[src/rtl/fmrv32im_rd_arb.sv]
// fmrv32im_rd_arb: two-requester (icache I / dcache D) read arbiter onto a
// single AXI4 master read channel. One burst in flight at a time; the grant
// register steers the R channel back to the winner.
// Optional feature: define FMRV32IM_RD_ARB_RR_EN for round-robin arbitration
// of simultaneous requests; otherwise D has fixed priority.
`timescale 1ns/1ps
module fmrv32im_rd_arb #(
  parameter int ADDR_W = 32
) (
  input  logic              CLK,
  input  logic              RST,
  // icache requester
  input  logic [ADDR_W-1:0] I_ARADDR,
  input  logic [7:0]        I_ARLEN,
  input  logic              I_ARVALID,
  output logic              I_ARREADY,
  output logic [31:0]       I_RDATA,
  output logic [1:0]        I_RRESP,
  output logic              I_RLAST,
  output logic              I_RVALID,
  input  logic              I_RREADY,
  // dcache requester
  input  logic [ADDR_W-1:0] D_ARADDR,
  input  logic [7:0]        D_ARLEN,
  input  logic              D_ARVALID,
  output logic              D_ARREADY,
  output logic [31:0]       D_RDATA,
  output logic [1:0]        D_RRESP,
  output logic              D_RLAST,
  output logic              D_RVALID,
  input  logic              D_RREADY,
  // AXI4 master read-address channel
  output logic              M_AXI_ARID,
  output logic [ADDR_W-1:0] M_AXI_ARADDR,
  output logic [7:0]        M_AXI_ARLEN,
  output logic [2:0]        M_AXI_ARSIZE,
  output logic [1:0]        M_AXI_ARBURST,
  output logic              M_AXI_ARVALID,
  input  logic              M_AXI_ARREADY,
  // AXI4 master read-data channel
  input  logic              M_AXI_RID,
  input  logic [31:0]       M_AXI_RDATA,
  input  logic [1:0]        M_AXI_RRESP,
  input  logic              M_AXI_RLAST,
  input  logic              M_AXI_RVALID,
  output logic              M_AXI_RREADY
);

  typedef enum logic [1:0] {S_IDLE, S_ADDR, S_DATA} state_t;

  state_t            state_q, state_d;
  logic              gnt_q, gnt_d;
  logic [ADDR_W-1:0] addr_q, addr_d;
  logic [7:0]        len_q, len_d;
  logic              req_any;
  logic              win;
  logic              in_addr, in_data;

  // RID is deliberately ignored: routing relies on the grant register alone.
  logic unused_rid;
  assign unused_rid = M_AXI_RID;

`ifdef FMRV32IM_RD_ARB_RR_EN
  logic ptr_q, ptr_d;

  // Winner select: pointer breaks ties, favouring the requester not granted last
  always_comb begin
    req_any = I_ARVALID | D_ARVALID;
    win     = (I_ARVALID & D_ARVALID) ? ptr_q : D_ARVALID;
    ptr_d   = ptr_q;
    if (state_q == S_IDLE && req_any) ptr_d = ~win;
  end

  // Round-robin pointer register
  always_ff @(posedge CLK) begin
    if (RST) ptr_q <= 1'b0;
    else     ptr_q <= ptr_d;
  end
`else
  // Winner select: D always wins a tie
  always_comb begin
    req_any = I_ARVALID | D_ARVALID;
    win     = D_ARVALID;
  end
`endif

  // State register
  always_ff @(posedge CLK) begin
    if (RST) state_q <= S_IDLE;
    else     state_q <= state_d;
  end

  // Next-state logic; RLAST alone ends a burst, beats are not counted
  always_comb begin
    state_d = state_q;
    case (state_q)
      S_IDLE:  if (req_any) state_d = S_ADDR;
      S_ADDR:  if (M_AXI_ARREADY) state_d = S_DATA;
      S_DATA:  if (M_AXI_RVALID && M_AXI_RREADY && M_AXI_RLAST) state_d = S_IDLE;
      default: state_d = S_IDLE;
    endcase
  end

  // Grant and request capture, taken only when leaving IDLE
  always_comb begin
    gnt_d  = gnt_q;
    addr_d = addr_q;
    len_d  = len_q;
    if (state_q == S_IDLE && req_any) begin
      gnt_d  = win;
      addr_d = win ? D_ARADDR : I_ARADDR;
      len_d  = win ? D_ARLEN  : I_ARLEN;
    end
  end

  // Latched grant/address/length registers
  always_ff @(posedge CLK) begin
    if (RST) begin
      gnt_q  <= 1'b0;
      addr_q <= '0;
      len_q  <= '0;
    end else begin
      gnt_q  <= gnt_d;
      addr_q <= addr_d;
      len_q  <= len_d;
    end
  end

  // Output decode; RST also forces handshakes low so nothing leaks during reset
  always_comb begin
    in_addr       = (state_q == S_ADDR) && !RST;
    in_data       = (state_q == S_DATA) && !RST;
    M_AXI_ARID    = gnt_q;
    M_AXI_ARADDR  = addr_q;
    M_AXI_ARLEN   = len_q;
    M_AXI_ARSIZE  = 3'b010;
    M_AXI_ARBURST = 2'b01;
    M_AXI_ARVALID = in_addr;
    I_ARREADY     = in_addr && M_AXI_ARREADY && !gnt_q;
    D_ARREADY     = in_addr && M_AXI_ARREADY &&  gnt_q;
    M_AXI_RREADY  = in_data && (gnt_q ? D_RREADY : I_RREADY);
    I_RDATA       = M_AXI_RDATA;
    D_RDATA       = M_AXI_RDATA;
    I_RRESP       = M_AXI_RRESP;
    D_RRESP       = M_AXI_RRESP;
    I_RVALID      = in_data && !gnt_q && M_AXI_RVALID;
    D_RVALID      = in_data &&  gnt_q && M_AXI_RVALID;
    I_RLAST       = in_data && !gnt_q && M_AXI_RLAST;
    D_RLAST       = in_data &&  gnt_q && M_AXI_RLAST;
  end

endmodule

[config.mk]
export PLATFORM = sky130hd
export DESIGN_NAME = fmrv32im_rd_arb
export DESIGN_NICKNAME = d
export VERILOG_FILES = /design/src/rtl/fmrv32im_rd_arb.sv
export SDC_FILE = /design/constraint.sdc
export NUM_CORES = 1
export LEC_CHECK = 0
export ABC_AREA = 1
export CORE_MARGIN = 8
export CORE_UTILIZATION = 30
export CTS_CLUSTER_DIAMETER = 80
export CTS_CLUSTER_SIZE = 8
export DETAILED_ROUTE_END_ITERATION = 12
export HOLD_SLACK_MARGIN = 0.15
export PLACE_DENSITY = 0.79
export SYNTH_ARGS = -nofsm -noshare
export SYNTH_HDL_FRONTEND = slang
export SYNTH_SLANG_ARGS = --single-unit
[constraint.sdc]
create_clock -name CLK -period 1 [get_ports CLK]
set_clock_uncertainty 0.05 [all_clocks]
set_input_delay 0.1 -clock CLK [delete_from_list [all_inputs] [get_ports CLK]]
set_output_delay 0.1 -clock CLK [all_outputs]
set_load 0.1 [all_outputs]
# After elaboration in Yosys (flattened, before gate mapping)
# Index checks and enable logic that the tools add are counted.
[word_totals] register_bits=43 in_bits=124 out_inout_bits=122
[op_classes] eq_ne=5 muxes=7 bitwise=1 n_reduce_logical=19
[op_table] op="2-to-1 mux 32 bit" count=1
[op_table] op="logical AND 1 bit" count=15
[op_table] op="2-to-1 mux 8 bit" count=1
[op_table] op="2-to-1 mux 2 bit" count=3
[op_table] op="inequality test 2 bit (second input constant)" count=3
[op_table] op="one-hot mux 2 bit (3 select lines)" count=1
[op_table] op="AND reduction 3 bit" count=1
[op_table] op="== test 2 x 1 -> 1 bit (second input constant)" count=1
[op_table] op="== test 2 bit (second input constant)" count=1
[op_table] op="logical NOT 1 bit" count=2
[op_table] op="logical NOT 2 bit" count=1
[op_table] op="2-to-1 mux 1 bit" count=1
[op_table] op="OR 1 bit" count=1

# Logic depth before layout (Yosys ltp)
[logic_depth] ltp_word=7 depth_mapped=8 depth_no_buf=6

# Least setup slack after synthesis
# OpenSTA, ideal clock, no wires.
[synth_timing] path_kind="register -> output" from="register state_q[0]" to="output port D_ARREADY" t_arrival_ns=3.217 slack_ns=-2.367 stages_incl_launch_ff=4 cell_sequence="dfxtp_1 nor3b_2 nand2_1 nor2_1"
[synth_via] elab_chain_cells=4
[synth_lines] item="from (decl)" line_no="51" rtl="state_t state_q, state_d;"
[synth_lines] item="from (signal assigned)" line_no="90" rtl="else state_q <= state_d;"
[synth_lines] item="== test 2 x 1 -> 1 bit" line_no="131" rtl="in_addr = (state_q == S_ADDR) && !RST;"
[synth_lines] item="logical AND 1 bit" line_no="131"
[synth_lines] item="net M_AXI_ARVALID" line_no="38" rtl="output logic M_AXI_ARVALID,"
[synth_lines] item="logical AND 1 bit (2 in series)" line_no="140" rtl="D_ARREADY = in_addr && M_AXI_ARREADY && gnt_q;"
[synth_lines] item="to (decl)" line_no="26" rtl="output logic D_ARREADY,"
# The timed path passes the listed nets, and every way through them passes these cells.

# Worst setup path after layout
[layout_timing] from="input port RST" to="output port I_RVALID"
[layout_via] elab_chain_cells=4
[layout_lines] item="from (decl)" line_no="11" rtl="input logic RST,"
[layout_lines] item="logical NOT 1 bit" line_no="132" rtl="in_data = (state_q == S_DATA) && !RST;"
[layout_lines] item="logical AND 1 bit" line_no="132"
[layout_lines] item="logical AND 1 bit (2 in series)" line_no="146" rtl="I_RVALID = in_data && !gnt_q && M_AXI_RVALID;"
[layout_lines] item="to (decl)" line_no="20" rtl="output logic I_RVALID,"
# Every way passes these cells.

==> run metrics <==
max_cap viols 0; largest cells by area after synthesis dfxtp_1 (29%), nand2_1 (27%), buf_4 (20%); Final min period 1.52 ns; met2 track demand over resource 27.4%; Crit path arrival time approximately 1.4 ns; status finished, violations left; crit-path cells clkdlybuf4s50_1, nor3_4, nand2_2, nor2_4, buf_12; antenna-violating nets left 0; top cell type by total area after synthesis dfxtp_1; Max stage delay on crit path 0.52 ns; R2R cell count 9; Worst Hold Launch M_AXI_RDATA[24]; busiest layer in global routing met2; Placeable Area 9640 µm²; gr ovfl total 0; Critical-path top delay cell clkdlybuf4s50_1; vias post-DR 2993; DRT iter0 DRCs 106; Layout Utilization between 50% and 60%; sink of the worst hold path D_RDATA[24]; Critical Path RT between 0.8 and 0.9 ns; total number of clock tree sinks 43; largest net degree at the start of global routing 41; hold path depth 0; nets 705; commonest non-fill, non-tap cells in the layout nand2_1 (170), clkdlybuf4s50_1 (87), nor2_1 (54), buf_12 (54), inv_1 (46); CP endpoint kind output port; sequential area share after synthesis 29.2%; Worst R2R Start state_q[0]$_SDFFE_PP0P_; met3 usage 6.93%; Ports 246; Hold Crit Class primary input to output port; Lkg Pwr 2.43 nW; Yosys warning count 0; RSZ-0062 raised after global routing yes; TritonCTS buffer count 5; VDD IR max 677 µV; Starting Density 30.6%; Worst-Skew Late Latency 0.28 ns; Yosys reg bits 43; share of cells above drive strength 1 approximately 37%; drt drc 0; row count 36; Final Cycle Share 152%; Synth Area per Inst just under 6 µm²; Root Buffer clkbuf_8; drt via density 4.19; most common cell after layout, fill and taps aside nand2_1; height of the die 115 µm; r2r setup slk -0.51 ns; Crit Path Category primary input to output port; CTS tree yes; first-pass GRT wire length 15400 µm; Max Buffers Root-to-Sink 2; die area 13200 µm²; Startpoint Class primary input; fillcell total 874; GR Layer Usage met1 13.3%; total routed wirelength 9750 µm; top-area cell type share of the netlist area approximately 29%; PortBufs 137; Avg WL per Cell 13.6 µm; all-layer global routing usage 14.6%; fmax 659 MHz; setup ws final -0.517 ns; Final Max Slew Viols 0; final setup violating endpoints 51; Die Width 115 µm; H-tree depth 2; Power Density 1500 nW/µm²; Hold Violations, Final 0; r2r endpoint M_AXI_ARADDR[30]$_SDFFE_PP0P_; initial antenna violation count 0; Netlist cell types 19; Syn-to-layout area delta 76.8%; drt pass-1 iters 4; mapped cell area roughly 3000 µm²; Syn Inst Count 494; vias in the first global route 3219; Final Wtd Congestion approximately 0.77; Antenna Cells 0; hold-fix buffers at CTS 0; dpl ws -0.580 ns; CP max FO 4; failing checks negative setup slack; DP HPWL approximately 7000 µm
==> stage by stage <==
step	hold WS [ns]	total power, W	cell area [µm²]	TNS, ns	std cells
global route	0.150	0.00828	5210	-26.37	715
detailed placement	0.151	0.00621	4640	-19.97	690
finish	0.150	0.00783	5210	-22.07	715
CTS	0.151	0.00780	5070	-22.54	712
global placement	0.151	0.00615	4640	-18.15	690
floorplan	0.109	0.00593	3140	-5.93	497
==> where the power goes <==
group / internal, W / switching, W / total [W]
logic: 0.00185 / 0.00270 / 0.00455
registers: 0.00198 / 0.000238 / 0.00221
clock network: 0.000481 / 0.000584 / 0.00106
total: 0.00431 / 0.00352 / 0.00783
==> cell families (layout without fill, tap and decap cells) <==
family,Yosys count,after routing,synth area share [%]
other,2,5,0.255
and+or+nand+nor,303,303,40.4
AOI/OAI and AO/OA,3,3,0.510
DFF,43,43,29.2
buffers and inverters,143,228,29.6
==> sequential cells by signal, summed over array words and instances, names as in the netlist <==
signal,flops
M_AXI_ARADDR,32
M_AXI_ARLEN,8
state_q,2
M_AXI_ARID,1
==> synth_stat cells (all sizes together) <==
cell type / count
nand2: 212
buf: 90
nor2: 87
inv: 49
dfxtp: 43
clkbuf: 4
a21oi: 2
conb: 2
and3: 1
nand3b: 1
nor3: 1
nor3b: 1
o21ai: 1
==> worst max-delay path by stage <==
stage / depth (start not counted) / slack [ns] / start / endpoint
floorplan: 3 / -1.16 / state_q[0]$_SDFFE_PP0P_ / D_ARREADY
global placement: 5 / -0.54 / RST / D_RVALID
detailed placement: 5 / -0.58 / RST / I_RVALID
CTS: 4 / -0.55 / state_q[0]$_SDFFE_PP0P_ / I_RVALID
global route: 5 / -0.61 / state_q[1]$_SDFFE_PP0P_ / I_RVALID
finish: 5 / -0.52 / RST / I_RVALID
==> worst max-delay path, delay by kind of cell <==
kind | cells | cell delay (ns)
buffers and inverters | 2 | 0.70
and+or+nand+nor | 3 | 0.56
==> area by class of cell <==
class,count,area (µm²),area share (%)
Tap cell,133,166,3.20
Timing Repair Buffer,171,2290,43.9
Clock buffer,6,72.6,1.39
Multi-Input combinational cell,311,1520,29.2
Sequential cell,43,960,18.4
Clock inverter,2,8.76,0.168
Inverter,49,191,3.68
==> metal layers <==
layer,part of all wire [%],up-vias
li1,-,1522
met1,33,1313
met2,54,123
met3,11,35
met4,2.8,0
met5,0,-
==> timing repair <==
item | CTS | global route
cloned | 5 | 0
endpoints found under the setup margin | 58 | 92
buffers inserted | 11 | 4
pin swaps | 9 | 11
resized for setup | 52 | 45
(Power assumes the default switching activity.)
